## src/rtl/dqpsk_pkg.sv

```systemverilog
`timescale 1ns/1ps
`default_nettype none
// ============================================================================
// Module   : dqpsk_pkg
// Purpose  : Shared DQPSK quadrant and Gray dibit maps plus decoder state type.
// Revision : 1.0  initial release
// ============================================================================
package dqpsk_pkg;

   typedef enum logic [0:0] {
      WAIT_REF = 1'b0,
      RUN      = 1'b1
   } dec_state_t;

   // (i_neg,q_neg) sign pair to quadrant index, counter-clockwise from quadrant 0
   function automatic logic [1:0] quadrant(input logic i_n, input logic q_n);
      logic [1:0] w_quad;
      case ({i_n, q_n})
         2'b00:   w_quad = 2'd0;
         2'b10:   w_quad = 2'd1;
         2'b11:   w_quad = 2'd2;
         default: w_quad = 2'd3;
      endcase
      return w_quad;
   endfunction

   function automatic logic [1:0] gray_dibit(input logic [1:0] delta);
      logic [1:0] w_bits;
      case (delta)
         2'd0:    w_bits = 2'b00;
         2'd1:    w_bits = 2'b01;
         2'd2:    w_bits = 2'b11;
         default: w_bits = 2'b10;
      endcase
      return w_bits;
   endfunction

endpackage
`default_nettype wire

```

## src/rtl/dibit_fifo.sv

```systemverilog
`timescale 1ns/1ps
`default_nettype none
// ============================================================================
// Module   : dibit_fifo
// Purpose  : Synchronous 2-bit-wide FIFO; a push on a full FIFO is accepted only
//            when a pop happens in the same cycle.
// Revision : 1.0  initial release
// ============================================================================
module dibit_fifo #(
   parameter int DEPTH = 4
) (
   input  logic       clk,
   input  logic       rstn,
   input  logic       i_push,
   input  logic       i_pop,
   input  logic [1:0] i_wr_data,
   output logic [1:0] o_rd_data,
   output logic       o_full,
   output logic       o_empty
);

   localparam int c_aw = (DEPTH > 1) ? $clog2(DEPTH) : 1;

   logic [1:0]      r_mem [DEPTH];
   logic [c_aw-1:0] r_wr_ptr;
   logic [c_aw-1:0] r_rd_ptr;
   logic [c_aw:0]   r_count;
   logic            w_push_ok;
   logic            w_pop_ok;

   assign o_full    = (r_count == (c_aw+1)'(DEPTH));
   assign o_empty   = (r_count == '0);
   assign o_rd_data = r_mem[r_rd_ptr];
   assign w_pop_ok  = i_pop && !o_empty;
   assign w_push_ok = i_push && (!o_full || w_pop_ok);

   always_ff @(posedge clk) begin
      if (w_push_ok) begin
         r_mem[r_wr_ptr] <= i_wr_data;
      end
   end

   always_ff @(posedge clk or negedge rstn) begin
      if (!rstn) begin
         r_wr_ptr <= '0;
         r_rd_ptr <= '0;
         r_count  <= '0;
      end else begin
         if (w_push_ok) begin
            r_wr_ptr <= r_wr_ptr + c_aw'(1);
         end
         if (w_pop_ok) begin
            r_rd_ptr <= r_rd_ptr + c_aw'(1);
         end
         case ({w_push_ok, w_pop_ok})
            2'b10:   r_count <= r_count + (c_aw+1)'(1);
            2'b01:   r_count <= r_count - (c_aw+1)'(1);
            default: r_count <= r_count;
         endcase
      end
   end

endmodule
`default_nettype wire

```

## src/rtl/dqpsk_diff_decoder.sv

```systemverilog
`timescale 1ns/1ps
`default_nettype none
// ============================================================================
// Module   : dqpsk_diff_decoder
// Purpose  : Recovers Gray dibits from DQPSK quadrant differences and streams
//            them MSB-first over valid/ready; drops the reference on symbol loss.
// Revision : 1.0  initial release
// ============================================================================
module dqpsk_diff_decoder
   import dqpsk_pkg::*;
#(
   parameter int FIFO_DEPTH  = 4,
   parameter int TIMEOUT_CYC = 1024
) (
   input  logic clk_dds,
   input  logic rstn,
   input  logic sym_valid,
   input  logic i_neg,
   input  logic q_neg,
   output logic bit_out,
   output logic bit_valid,
   input  logic bit_ready,
   output logic locked,
   output logic overflow
);

   localparam int c_cnt_w = (TIMEOUT_CYC > 1) ? $clog2(TIMEOUT_CYC) : 1;
   localparam logic [c_cnt_w-1:0] c_tcnt_max = c_cnt_w'(TIMEOUT_CYC - 1);

   dec_state_t         r_state;
   dec_state_t         w_next_state;
   logic [c_cnt_w-1:0] r_tcnt;
   logic [1:0]         r_prev_q;
   logic [1:0]         w_q;
   logic [1:0]         w_delta;
   logic [1:0]         w_dibit;
   logic [1:0]         w_fifo_rd;
   logic               w_timeout;
   logic               w_push;
   logic               w_pop;
   logic               w_full;
   logic               w_empty;
   logic               r_busy;
   logic               r_phase;
   logic [1:0]         r_dibit;
   logic               r_overflow;

   assign w_q       = quadrant(i_neg, q_neg);
   assign w_delta   = w_q - r_prev_q;
   assign w_dibit   = gray_dibit(w_delta);
   assign w_timeout = (r_tcnt == c_tcnt_max);

   always_ff @(posedge clk_dds or negedge rstn) begin
      if (!rstn) begin
         r_state <= WAIT_REF;
      end else begin
         r_state <= w_next_state;
      end
   end

   // A symbol arriving on the timeout cycle keeps the reference alive
   always_comb begin
      w_next_state = r_state;
      w_push       = 1'b0;
      case (r_state)
         WAIT_REF: begin
            if (sym_valid) begin
               w_next_state = RUN;
            end
         end
         RUN: begin
            if (sym_valid) begin
               w_push = 1'b1;
            end else if (w_timeout) begin
               w_next_state = WAIT_REF;
            end
         end
         default: w_next_state = WAIT_REF;
      endcase
   end

   always_ff @(posedge clk_dds or negedge rstn) begin
      if (!rstn) begin
         r_tcnt     <= '0;
         r_prev_q   <= 2'd0;
         r_overflow <= 1'b0;
      end else begin
         if ((r_state == RUN) && !sym_valid && !w_timeout) begin
            r_tcnt <= r_tcnt + c_cnt_w'(1);
         end else begin
            r_tcnt <= '0;
         end
         // Reference advances even when the dibit is dropped, so phase stays correct
         if (sym_valid) begin
            r_prev_q <= w_q;
         end
         if (w_push && w_full && !w_pop) begin
            r_overflow <= 1'b1;
         end
      end
   end

   dibit_fifo #(
      .DEPTH (FIFO_DEPTH)
   ) u_fifo (
      .clk       (clk_dds),
      .rstn      (rstn),
      .i_push    (w_push),
      .i_pop     (w_pop),
      .i_wr_data (w_dibit),
      .o_rd_data (w_fifo_rd),
      .o_full    (w_full),
      .o_empty   (w_empty)
   );

   // Reload on the LSB handshake so consecutive dibits stream without a gap
   assign w_pop = !w_empty && (!r_busy || (r_phase && bit_ready));

   always_ff @(posedge clk_dds or negedge rstn) begin
      if (!rstn) begin
         r_busy  <= 1'b0;
         r_phase <= 1'b0;
         r_dibit <= 2'b00;
      end else if (w_pop) begin
         r_busy  <= 1'b1;
         r_phase <= 1'b0;
         r_dibit <= w_fifo_rd;
      end else if (r_busy && bit_ready) begin
         if (!r_phase) begin
            r_phase <= 1'b1;
         end else begin
            r_busy  <= 1'b0;
            r_phase <= 1'b0;
         end
      end
   end

   assign bit_out   = r_phase ? r_dibit[0] : r_dibit[1];
   assign bit_valid = r_busy;
   assign locked    = (r_state == RUN);
   assign overflow  = r_overflow;

endmodule
`default_nettype wire
```

## config.mk

```make
export PLATFORM = sky130hd
export DESIGN_NAME = dqpsk_diff_decoder
export DESIGN_NICKNAME = d
export VERILOG_FILES = /design/src/rtl/dqpsk_pkg.sv /design/src/rtl/dibit_fifo.sv /design/src/rtl/dqpsk_diff_decoder.sv
export SDC_FILE = /design/constraint.sdc
export NUM_CORES = 1
export LEC_CHECK = 0
export BUFFER_PORTS_ARGS = -buffer_cell sky130_fd_sc_hd__buf_2
export CORE_MARGIN = 2
export CORE_UTILIZATION = 40
export DETAILED_ROUTE_END_ITERATION = 7
export PLACE_DENSITY_LB_ADDON = 0.2
export SETUP_SLACK_MARGIN = 0.15
export SYNTH_ARGS = -nofsm -noshare
export SYNTH_HDL_FRONTEND = slang
export SYNTH_SLANG_ARGS = --single-unit
```

## constraint.sdc

```tcl
create_clock -name clk_dds -period 2.5 [get_ports clk_dds]
set_input_delay 0.5 -clock clk_dds [delete_from_list [all_inputs] [get_ports clk_dds]]
set_output_delay 0.5 -clock clk_dds [all_outputs]
set_load 0.03 [all_outputs]
```

Yosys cells after proc, flatten, opt, wreduce, memory -nomap -nowiden. Memory sizes are Yosys's and may differ from the RTL's. A register that Yosys moved wholly into a read port is not among the register bits. Index checks and enable logic that the tools add are counted.

Div/mod/pow operators: 0. $mul: 0. Magnitude comparators: 0. Shifts and indexed selects: 0. Muxes and demuxes: 18. Eq/ne operators: 8. Reduce and logical (&&, ||, !) cells: 25. Bitwise operators: 1. Add/sub/neg operators: 6.

Operator list (count): $mux W1 (13); $pmux W2 S3 (2); $add A10 B1 Y10 const B (1); $eq A10 B10 Y1 const B (1); $mux W10 (1); $logic_and A1 B1 Y1 (9); $eq A2 B2 Y1 const B (4); $logic_not A1 Y1 (7); $pmux W3 S2 (1); $reduce_bool A2 Y1 (3); $add A2 B1 Y2 const B (2); $eq A2 B1 Y1 const B (2); $logic_not A2 Y1 (2); $add A3 B1 Y3 const B (1); $eq A3 B3 Y1 const B (1); $logic_not A3 Y1 (1); $sub A3 B1 Y3 const B (1); $logic_or A1 B1 Y1 (2); $pmux W1 S2 (1); $reduce_and A2 Y1 (1); $sub A2 B2 Y2 (1); $not A1 Y1 (1).

Output and inout port bits: 4. Bits of input ports: 6. Register bits: 23. Latch bits: 0. RAM bits: 8. Word-level logic and storage cells: 68. Memory bits (read-only): 0. Memories: 1.

Memories: u_fifo.r_mem (words 4, width 2, read ports 1, clocked after memory_dff 1, wr ports 1, line dibit_fifo.sv:24) `logic [1:0] r_mem [DEPTH];`.

Depth between registers and ports, before layout. Gate-level depths: netlist of the first run.

Depth after elaboration: 8. Depth in mapped cells: 8. Depth with buffers taken out: 7.

Hierarchy. A second synthesis of the first run with hierarchy kept.

Cells, all modules: 138. Area total of the unflattened synthesis: 1652.8 µm².

By module, submodules not included: dqpsk_diff_decoder (cells an instance 90, area each 929.6 µm², seq. area each 450.4 µm², instances 1); dibit_fifo (cells an instance 48, area each 723.2 µm², seq. area each 415.4 µm², instances 1).

Worst setup path after synthesis of the first run. No wires, ideal clock.

Path kind: register to register. Start point: reg r_busy, in the netlist bit_valid. End point: reg u_fifo.r_count[2]. Period minus slack after synthesis: 2.369 ns. Setup time: 0.126 ns. Setup slack: 0.131 ns. Buffers on the path: 0. Arrival: 2.243 ns. Data required time: 2.374 ns. Stages on the path, launching flop included: 7. Cell sequence: dfrtp_1 > a21boi_1 > nor2_1 > nand2_1 > fa_1 > or3_1 > a311o_1.

Cells in the longest elaborated chain, start to end: 8. Elaborated cells on any way between the ends: 10. Those cells by class: 2 x eq/ne; 1 x mux; 7 x reduce/logical.

RTL lines: start, declared (line dqpsk_diff_decoder.sv:43) `logic r_busy;`; start signal, assigned (line dqpsk_diff_decoder.sv:121) `r_busy <= 1'b0;`; start signal, assigned (line dqpsk_diff_decoder.sv:125) `r_busy <= 1'b1;`; start signal, assigned (line dqpsk_diff_decoder.sv:132) `r_busy <= 1'b0;`; $logic_not A1 Y1 * (line dqpsk_diff_decoder.sv:117) `assign w_pop = !w_empty && (!r_busy || (r_phase && bit_ready));`; $logic_or A1 B1 Y1 * (line dqpsk_diff_decoder.sv:117); $logic_and A1 B1 Y1 * (line dqpsk_diff_decoder.sv:117); $logic_and A1 B1 Y1 * (line dibit_fifo.sv:34) `assign w_pop_ok = i_pop && !o_empty;`; $logic_or A1 B1 Y1 (line dibit_fifo.sv:35) `assign w_push_ok = i_push && (!o_full || w_pop_ok);`; $logic_and A1 B1 Y1 (line dibit_fifo.sv:35); $eq A2 B1 Y1 / $eq A2 B2 Y1 (equally long branches) (line dibit_fifo.sv:55) `case ({w_push_ok, w_pop_ok})`; $pmux W3 S2 / $reduce_bool A2 Y1 (equally long branches); end signal, assigned (line dibit_fifo.sv:56) `2'b10: r_count <= r_count + (c_aw+1)'(1);`; end signal, assigned (line dibit_fifo.sv:57) `2'b01: r_count <= r_count - (c_aw+1)'(1);`; end signal, assigned (line dibit_fifo.sv:58) `default: r_count <= r_count;`; end, declared (line dibit_fifo.sv:27) `logic [c_aw:0] r_count;`.

Every way passes the cells marked *; elsewhere a longest branch is shown, timed or not. A chain may end at the register's enable or synchronous reset.

Final worst setup path of the first run.
Start point: reg u_fifo.r_count[1]. End point: reg u_fifo.r_count[1].

Cells in the longest elaborated chain, start to end: 8. Elaborated cells on any way between the ends: 14. Those cells by class: 2 x add/sub; 3 x eq/ne; 1 x mux; 8 x reduce/logical.

RTL lines: $logic_not A3 Y1 (line dibit_fifo.sv:32) `assign o_empty = (r_count == '0);`; $logic_not A1 Y1 (line dibit_fifo.sv:34, dqpsk_diff_decoder.sv:117); $logic_and A1 B1 Y1 (line dqpsk_diff_decoder.sv:117); $logic_and A1 B1 Y1 (line dibit_fifo.sv:34); $logic_or A1 B1 Y1 (line dibit_fifo.sv:35); $logic_and A1 B1 Y1 (line dibit_fifo.sv:35); $eq A2 B1 Y1 / $eq A2 B2 Y1 (equally long branches) (line dibit_fifo.sv:55); $pmux W3 S2 / $reduce_bool A2 Y1 (equally long branches).

Several ways; a longest one is shown, not always the timed one.

==> results of run 1 <==
[metal layers]
layer	track usage, %	wire (µm)	vias to the layer above
met3	6.25	138	4
met1	16.6	1230	539
met5	0	0	-
met4	6.00	42	0
li1	-	-	537
met2	25.6	1490	20
[layout make-up]
cell class | count | area, µm² | area share, %
clock inverter | 3 | 12.5 | 0.673
multi-input combinational | 99 | 748 | 40.2
sequential | 33 | 866 | 46.6
inverter | 9 | 33.8 | 1.82
tap | 50 | 62.6 | 3.36
timing repair buffer | 12 | 67.6 | 3.63
clock buffer | 5 | 68.8 | 3.70
[per-stage QoR]
step | hold WS, ps | total power [mW] | area, µm² | util, %
after floorplan | 204 | 1.31 | 1660 | -
after global placement | 457 | 1.46 | 1780 | 44.4
after detailed placement | 456 | 1.50 | 1780 | 44.4
after CTS | 216 | 1.89 | 1860 | 46.5
after global routing | 234 | 2.01 | 1860 | 46.5
final | 204 | 1.85 | 1860 | 46.5
[Yosys cell counts, drive strengths merged, types with 2 or more instances]
library cell,instances,share of area [%]
ha,10,7.5
nor2,14,3.2
xor2,4,2.1
o211ai,2,0.90
inv,9,2.0
mux2,3,2.0
nand2,8,1.8
buf,2,0.75
nand3,7,2.1
and3,4,1.5
edfxtp,8,14
mux4,2,2.7
and2,4,1.5
dfrtp,25,38
o21ai,3,0.90
nand4b,2,1.1
a21oi,4,1.2
nor2b,2,0.75
xnor2,9,4.7
nor4,2,0.75
[power by group through the flow]
stage / registers [mW] / clock network (mW) / logic [mW]
after detailed placement: 0.835 / 0 / 0.668
after global placement: 0.829 / 0 / 0.634
final: 0.824 / 0.370 / 0.660
after floorplan: 0.827 / 0 / 0.479
after CTS: 0.826 / 0.390 / 0.674
after global routing: 0.847 / 0.417 / 0.746
[final timing paths]
| kind | to | slack, ps | from |
|---|---|---|---|
| worst min-delay path | r_tcnt[3]$_DFF_PN0_ | 200 | rstn |
| worst max register to register | u_fifo.r_count[1]$_DFFE_PN0P_ | 440 | u_fifo.r_count[1]$_DFFE_PN0P_ |
| worst max-delay path | u_fifo.r_count[1]$_DFFE_PN0P_ | 440 | u_fifo.r_count[1]$_DFFE_PN0P_ |
| min in group clk_dds | overflow$_DFFE_PN0P_ | 470 | overflow$_DFFE_PN0P_ |
| max in group asynchronous | r_tcnt[8]$_DFF_PN0_ | 1920 | rstn |
| worst min register to register | overflow$_DFFE_PN0P_ | 470 | overflow$_DFFE_PN0P_ |
[registers in the layout, indices dropped and copies added (netlist names)]
| register | cells |
|---|---|
| r_phase | 1 |
| locked | 1 |
| bit_valid | 1 |
| r_tcnt | 10 |
| u_fifo.r_wr_ptr | 2 |
| r_dibit | 2 |
| u_fifo.r_mem | 8 |
| overflow | 1 |
| u_fifo.r_rd_ptr | 2 |
| r_prev_q | 2 |
| u_fifo.r_count | 3 |
[critical path: cells and delay by family, from the launching register on]
| kind | cells | cell delay (ps) |
|---|---|---|
| compound gates | 2 | 560 |
| fa+ha+maj | 1 | 430 |
| flops | 1 | 440 |
| simple gates | 3 | 570 |
[kinds of logic (layout without fill, tap and decap cells)]
group | after synthesis | in the layout | share of synthesized area, %
DFF | 33 | 33 | 52.1
xor gates and xnor gates | 13 | 13 | 6.85
muxes | 6 | 6 | 5.35
adders and majority gates | 11 | 11 | 8.73
buffers and inverters | 12 | 29 | 3.01
and+or+nand+nor | 48 | 48 | 14.5
AOI/OAI and AO/OA | 21 | 21 | 9.49
==> reports/metrics.yaml, run 1 <==
outcome: "complete, no violations"
clock.fmax_ghz: 0.485
worst_pin_slew_ps: 554
p_sw_uw: 648
ys_seq_area_share_pct: 52.1
final_cell_mix: "dfrtp_1, nor2_1, ha_1"
htreeDepth: 2
grt_overflow: 0
cts-root-buf: "clkbuf_8"
fin_skew_ps: 3.07
finalSetupTns_ps: 0
die_h_um: 68.5
crit_slowest_cell: "dfrtp_1"
pre_cts_ws_ps: 253
async_flop_share_pct: 75.8
cts_hold_buf: 0
ff2ff_path_depth: 6
power.leakage_nw: 0.787
routabilityCongestion: 0.737
worstHoldPathType: "in2async"
vias_per_cell: 5.21
crit_arrival_ps: 2280
finalCritPeriodShare_pct: 82.6
power_frac_seq_pct: 44.4
final_common_cell: "dfrtp_1"
cts_resized: 0
setup_violations: 0
io-pin-count: 10
antenna_found_initial: 0
wl_per_cell_um: 13.7
powerDensity_nw_per_um2: 997
rows: 23
maxSlewHeadroom_pct: 63.1
cp-start-kind: "flop"
ir_worst_vdd_mv: 0.414
drv_slew: 0
ys_ff_latch: 33
ys_warn_count: 0
comb_power_share_pct: 35.6
area_growth_pct: 11.9
remaining_drc_errors: 0
grt_pass1_vias: 1127
synth_ff_type: "dfrtp_1"
setup_ws_ps: 436
drv_cap: 0
drive_above_1_share_pct: 16.1
chipWidth_um: 68.5
path_cells: "nor3_1 > nor2_2 > nand2_1 > fa_1 > a221oi_1 > o311a_1"
slowest_delay_ps: 440
dp.cells: 203
clkTransAtPathRegs_ps: 70
rsz0062_at_grt: "false"
drt_iter0_drc: 33
worstPathRequired_ps: 2720
final_antenna_net_count: 0
power.internal_mw: 1.21
first_pass_iters: 4
path_max_fanout: 7
grt_max_degree: 26
grt_util_all_layers_pct: 15.1
worstSetupPathType: "reg2reg"
cts_num_sinks: 33
hold_viol: 0
worstSkewPairLatency_ps: 280
syn_avg_cell_area_um2: 11.5
wl_um: 2900
io_buffer_count: 9
dieArea_um2: 4690
cts_tree: "built"
cts_inserted_buffers: 5
dp_hpwl_um: 2180
core_area_um2: 4000
start_util_pct: 41.5
synth.distinct_cells: 41
nFillCells: 388
period_needed_ps: 2060
vias: 1100
clockPowerShare_pct: 20.0
end_kind: "flop"
syn_area_um2: 1660
post_cts_buffers: 0
diodes: 0
cts_buffer_depth: 2
nets: 177
grt_pass1_wl_um: 5000
layout.cells.non_filler: 211
synth_edf_count: 8
syn_nets: 161
swShare_pct: 34.9
netlist_instances: 144
(Power assumes the default switching activity.)
==> inputs of run 2 (changes only) <==
==> constraint.sdc (replaced) <==
create_clock -name clk_dds -period 1.8 [get_ports clk_dds]
set_input_delay 0.36 -clock clk_dds [delete_from_list [all_inputs] [get_ports clk_dds]]
set_output_delay 0.36 -clock clk_dds [all_outputs]
set_load 0.03 [all_outputs]
==> run 2 against run 1 <==
- the run now ends with negative setup slack left
- largest cell class unchanged
- worst setup slack got worse by 470 ps
- die area did not move
- critical path type unchanged
- register-to-register slack lost 470 ps
- clock power grew 45%
- clock skew rose by 2.0 ps
- final area up 11%
- first-iteration DRC count shrank 27%
- critical path depth increased by 1
- core utilization is 5.2 points higher
- sequential power is 36% higher
- sequential share of layout area is 4.6 points lower
==> reports/metrics.yaml, run 2 (synthesis results as in run 1) <==
start_util_pct: 41.5  # unchanged
nets: 192  # was 177
hold_viol: 0  # unchanged
clock.fmax_ghz: 0.545  # was 0.485 GHz
cts-root-buf: "clkbuf_8"  # unchanged
remaining_drc_errors: 0  # unchanged
ff2ff_path_depth: 7  # was 6
crit_slowest_cell: "dfrtp_1"  # unchanged
top_regs: "r_tcnt (10), u_fifo.r_mem (8), u_fifo.r_count (3)"  # unchanged
violations: "negative setup slack"
swShare_pct: 34.3  # was 34.9%
cts_buffer_depth: 2  # unchanged
path_max_fanout: 2  # was 7
worstSetupPathType: "reg2reg"  # unchanged
rows: 23  # unchanged
rsz0062_at_grt: "true"  # was false
final_antenna_net_count: 0  # unchanged
routabilityCongestion: 0.794  # was 0.737
ir_worst_vdd_mv: 0.627  # was 0.414 mV
core_area_um2: 4000  # unchanged
comb_power_share_pct: 43.0  # was 35.6%
largest_register_ffs: 10  # unchanged
finish.instance_area_um2: 2070  # was 1860 µm²
dp_hpwl_um: 2350  # was 2180 µm
cts_hold_buf: 0  # unchanged
crit_buf_inv: 1  # was 0
period_needed_ps: 1830  # was 2060 ps
grt_pass1_vias: 1220  # was 1,127
worst_pin_slew_ps: 579  # was 554 ps
hold_slack_ps: 69.8  # was 204 ps
cts_inserted_buffers: 5  # unchanged
worst_path_dominant_cell_family: "simple AND/OR/NAND/NOR gates"  # unchanged
worstPathRequired_ps: 1970  # was 2720 ps
cp-start-kind: "flop"  # unchanged
setup_violations: 1  # was 0
htreeDepth: 2  # unchanged
fin_skew_ps: 5.05  # was 3.07 ps
slowest_delay_ps: 380  # was 440 ps
cts_tree: "built"  # unchanged
final_common_cell: "dfrtp_1"  # unchanged
cp_num_cells: 7  # was 6
dpl_cell_area_um2: 1930  # was 1780 µm²
fin_total_pwr_mw: 2.89  # was 1.85 mW
io-pin-count: 10  # unchanged
wl_per_cell_um: 13.6  # was 13.7 µm
drv_cap: 0  # unchanged
diodes: 0  # unchanged
clockPowerShare_pct: 18.5  # was 20.0%
die_h_um: 68.5  # unchanged
power_frac_seq_pct: 38.6  # was 44.4%
io_buffer_count: 9  # unchanged
worstHoldPathType: "in2async"  # unchanged
vias_per_cell: 5.08  # was 5.21
p_sw_uw: 991  # was 648 µW
final_cell_mix: "dfrtp_1, buf_4, nor2_1"  # was dfrtp_1, nor2_1, ha_1
crit_arrival_ps: 2010  # was 2280 ps
cts_num_sinks: 33  # unchanged
power.leakage_nw: 0.877  # was 0.787 nW
chipWidth_um: 68.5  # unchanged
power.internal_mw: 1.90  # was 1.21 mW
maxSlewHeadroom_pct: 61.4  # was 63.1%
drive_above_1_share_pct: 32.4  # was 16.1%
powerDensity_nw_per_um2: 1400  # was 997 nW/µm²
drt_iter0_drc: 24  # was 33
first_pass_iters: 4  # unchanged
outcome: "complete, but fails checks"  # was complete, no violations
finalCritPeriodShare_pct: 102  # was 82.6%
dieArea_um2: 4690  # unchanged
drv_slew: 0  # unchanged
setup_ws_ps: -34.2  # was 436 ps
grt_max_degree: 26  # unchanged
wl_um: 3080  # was 2900 µm
clkTransAtPathRegs_ps: 70  # about the same
worstSkewPairLatency_ps: 290  # was 280 ps
grt_pass1_wl_um: 5330  # was 5000 µm
end_kind: "flop"  # unchanged
antenna_found_initial: 0  # unchanged
area_growth_pct: 24.3  # was 11.9%
grt_overflow: 0  # unchanged
regMostFlops: "r_tcnt"  # unchanged
grt_util_all_layers_pct: 16.2  # was 15.1%
vias: 1148  # was 1,100
path_cells: "nor3_2 > buf_4 > nor2_4 > nand2_2 > fa_2 > or3_4 > a311o_1"  # was nor3_1 > nor2_2 > nand2_1 > fa_1 > a221oi_1 > o311a_1
[run 2: cell types whose count changed in the layout (fill, tap and decap cells not counted), moves of 2 or more]
cell	change
buf_4	+15
ha_4	+2
ha_2	+2
clkinv_1	-2
ha_1	-4
[run 2: worst paths after layout]
kind,to,from,slack (ps)
worst max-delay path,u_fifo.r_count[2]$_DFFE_PN0P_,u_fifo.r_count[2]$_DFFE_PN0P_,-30
worst min-delay path,r_prev_q[0]$_DFFE_PN0P_,rstn,70
min in group clk_dds,r_prev_q[1]$_DFFE_PN0P_,sym_valid,430
worst min register to register,overflow$_DFFE_PN0P_,overflow$_DFFE_PN0P_,480
worst max register to register,u_fifo.r_count[2]$_DFFE_PN0P_,u_fifo.r_count[2]$_DFFE_PN0P_,-30
max in group asynchronous,bit_valid$_DFFE_PN0P_,rstn,1320
[run 2: timing repair]
item / in CTS / in global routing
cloned: 0 / 0
setup buffers: 1 / 1
setup endpoints to repair: 3 / 13
pin swaps: 7 / 4
resized for setup: 6 / 2
[run 2: power by group through the flow]
| stage | Sequential (mW) | Combinational, mW | Clock, mW |
|---|---|---|---|
| finish | 1.12 | 1.24 | 0.535 |
| global route | 1.14 | 1.39 | 0.584 |
| CTS | 1.12 | 1.24 | 0.554 |
| detailed placement | 1.13 | 1.16 | 0 |
| global placement | 1.12 | 1.10 | 0 |
| floorplan | 1.16 | 0.716 | 0 |
[run 2: final cells by class]
type / instances / area (µm²)
clock inverter: 2 / 10.0
multi-input combinational: 99 / 831
timing repair buffer: 27 / 186
inverter: 9 / 36.3
sequential: 33 / 867
tap: 50 / 62.6
fill: 359 / 1930
clock buffer: 6 / 72.6
[run 2: worst register-to-register path, stage by stage (launching register included)]
cell	delay, ps
dfrtp_1	380
nor3_2	40
buf_4	130
nor2_4	110
nand2_2	60
fa_2	370
or3_4	350
a311o_1	270
[run 2: per-layer routing]
| metal | global-route usage (%) | part of all wire (%) | up-vias |
|---|---|---|---|
| met2 | 27.9 | 53 | 8 |
| li1 | - | - | 572 |
| met3 | 3.95 | 2.1 | 7 |
| met1 | 17.9 | 42 | 561 |
| met4 | 9.50 | 2.7 | 0 |
| met5 | 0 | 0 | - |
[run 2: metrics by stage]
| step | setup WS [ps] | instances | utilization (%) | TNS (ps) |
|---|---|---|---|---|
| floorplan | -192 | 144 | - | -356 |
| global placement | -75.3 | 216 | 48.3 | -604 |
| detailed placement | -92.2 | 216 | 48.3 | -795 |
| CTS | -16.6 | 225 | 51.3 | -16.6 |
| global route | -128 | 226 | 51.6 | -171 |
| finish | -34.2 | 226 | 51.6 | -34.2 |
==> inputs of run 3 (changes only) <==
==> constraint.sdc (replaced) <==
create_clock -name clk_dds -period 1.8 [get_ports clk_dds]
set_input_delay 0.36 -clock clk_dds [delete_from_list [all_inputs] [get_ports clk_dds]]
set_output_delay 0.36 -clock clk_dds [all_outputs]
set_load 0.01 [all_outputs]
==> run 3 against run 2 <==
- the flow now finishes without violations
- routed wire length rose by 5.0%
- first-iteration DRC count grew 25%
- register-to-register slack improved by 40 ps
- clock skew is essentially flat
- hold slack improved by 6.4 ps
- combinational power shrank 4%
- via count rose by 1.7%
- sequential cell count is the same
- non-clock buffer count rose by 1
- largest cell class unchanged
- largest power group unchanged
- highest routed layer unchanged
==> reports/metrics.yaml, run 3 (synthesis results as in run 1) <==
outcome: "complete, no violations"  # was complete, but fails checks
area_growth_pct: 25.4  # was 24.3%
grt_pass1_vias: 1231  # was 1,220
cts_hold_buf: 0  # unchanged
end_kind: "flop"  # unchanged
fin_util_pct: 52.1  # was 51.6%
drv_slew: 0  # unchanged
finalCritPeriodShare_pct: 99.6  # was 102%
setup_violations: 0  # was 1
start_util_pct: 41.5  # unchanged
period_needed_ps: 1790  # was 1830 ps
hold_viol: 0  # unchanged
routabilityCongestion: 0.778  # was 0.794
die_h_um: 68.5  # unchanged
dieArea_um2: 4690  # unchanged
powerDensity_nw_per_um2: 1380  # was 1400 nW/µm²
rsz0062_at_grt: "true"  # unchanged
comb_power_share_pct: 41.4  # was 43.0%
crit_arrival_ps: 1950  # was 2010 ps
grt_overflow: 0  # unchanged
core_area_um2: 4000  # unchanged
first_pass_iters: 4  # unchanged
cts_buffer_depth: 2  # unchanged
grt_util_all_layers_pct: 16.7  # was 16.2%
antenna_found_initial: 0  # unchanged
vias: 1168  # was 1,148
nets: 193  # was 192
dp_hpwl_um: 2470  # was 2350 µm
top_regs: "r_tcnt (10), u_fifo.r_mem (8), u_fifo.r_count (3)"  # unchanged
remaining_drc_errors: 0  # unchanged
final_cell_mix: "dfrtp_1, buf_4, nor2_1"  # unchanged
swShare_pct: 32.4  # was 34.3%
clkTransAtPathRegs_ps: 60  # was 70 ps
worstHoldPathType: "in2async"  # unchanged
finalSetupTns_ps: 0  # was -34.2 ps
maxSlewHeadroom_pct: 60.9  # was 61.4%
ir_worst_vdd_mv: 0.652  # was 0.627 mV
worstPathRequired_ps: 1960  # was 1970 ps
power.leakage_nw: 0.885  # was 0.877 nW
clockPowerShare_pct: 19.3  # was 18.5%
worstSkewPairLatency_ps: 280  # was 290 ps
setup_ws_ps: 7.53  # was -34.2 ps
wl_per_cell_um: 14.3  # was 13.6 µm
cts-root-buf: "clkbuf_8"  # unchanged
drv_cap: 0  # unchanged
worstSetupPathType: "reg2reg"  # unchanged
pre_cts_ws_ps: -96.9  # was -92.2 ps
io_buffer_count: 9  # unchanged
rows: 23  # unchanged
htreeDepth: 2  # unchanged
clock.fmax_ghz: 0.558  # was 0.545 GHz
diodes: 0  # unchanged
fin_skew_ps: 5.20  # was 5.05 ps
cts_num_sinks: 33  # unchanged
grt_max_degree: 26  # unchanged
power.internal_mw: 1.94  # was 1.90 mW
final_antenna_net_count: 0  # unchanged
chipWidth_um: 68.5  # unchanged
cts_tree: "built"  # unchanged
cp-start-kind: "flop"  # unchanged
cts_inserted_buffers: 5  # unchanged
grt_pass1_wl_um: 5580  # was 5330 µm
largest_register_ffs: 10  # unchanged
vias_per_cell: 5.17  # was 5.08
power_frac_seq_pct: 39.4  # was 38.6%
path_max_fanout: 2  # unchanged
final_common_cell: "dfrtp_1"  # unchanged
wl_um: 3240  # was 3080 µm
regMostFlops: "r_tcnt"  # unchanged
worst_pin_slew_ps: 586  # was 579 ps
p_sw_uw: 929  # was 991 µW
io-pin-count: 10  # unchanged
drt_iter0_drc: 30  # was 24
drive_above_1_share_pct: 31.8  # was 32.4%
run 3: area by class of cell:
cell class	count	area, µm²
Clock buffer	7	86.3
Fill cell	362	1920
Inverter	9	36.3
Multi-Input combinational cell	99	840
Sequential cell	33	867
Tap cell	50	62.6
Timing Repair Buffer	28	191
run 3: final timing paths:
path,start,to,slack [ps],cells after the start
min reg2reg,overflow$_DFFE_PN0P_,overflow$_DFFE_PN0P_,470,1
min,rstn,r_tcnt[4]$_DFF_PN0_,80,1
max in group asynchronous,rstn,u_fifo.r_count[1]$_DFFE_PN0P_,1300,1
max reg2reg,bit_valid$_DFFE_PN0P_,u_fifo.r_count[2]$_DFFE_PN0P_,8,6
min in group clk_dds,sym_valid,locked$_DFF_PN0_,460,3
max,bit_valid$_DFFE_PN0P_,u_fifo.r_count[2]$_DFFE_PN0P_,8,6
run 3: what timing repair did:
action,CTS,global route
setup endpoints to repair,3,11
resized for setup,3,3
setup buffers,3,0
pin swaps,4,1
run 3: routing by layer:
layer | track usage [%] | wire length, µm | vias to the layer above
met2 | 30.6 | 1740 | 14
met1 | 17.9 | 1350 | 580
met3 | 5.59 | 99 | 5
met4 | 5.25 | 44 | 0
met5 | 0 | 0 | -
li1 | - | - | 569
run 3: critical path: stages (launching register included):
cell	delay, ps
dfrtp_1	370
a21boi_4	150
nor2_4	90
nand2_2	70
fa_2	370
or3_4	340
a311o_1	280
run 3: stage by stage:
step | power, mW | cells | hold slack, ps | instance area, µm²
floorplan | 1.85 | 144 | 64.4 | 1730
global placement | 2.18 | 216 | 386 | 1940
finish | 2.87 | 226 | 76.1 | 2080
detailed placement | 2.25 | 216 | 401 | 1940
CTS | 2.89 | 226 | 92.9 | 2060
global route | 3.08 | 226 | 118 | 2080
run 3: power by group through the flow:
| stage | Clock (mW) | Sequential (mW) | Combinational, mW |
|---|---|---|---|
| after global placement | 0 | 1.13 | 1.05 |
| after global routing | 0.603 | 1.15 | 1.33 |
| after detailed placement | 0 | 1.14 | 1.11 |
| after CTS | 0.573 | 1.13 | 1.18 |
| final | 0.552 | 1.13 | 1.19 |
| after floorplan | 0 | 1.15 | 0.699 |
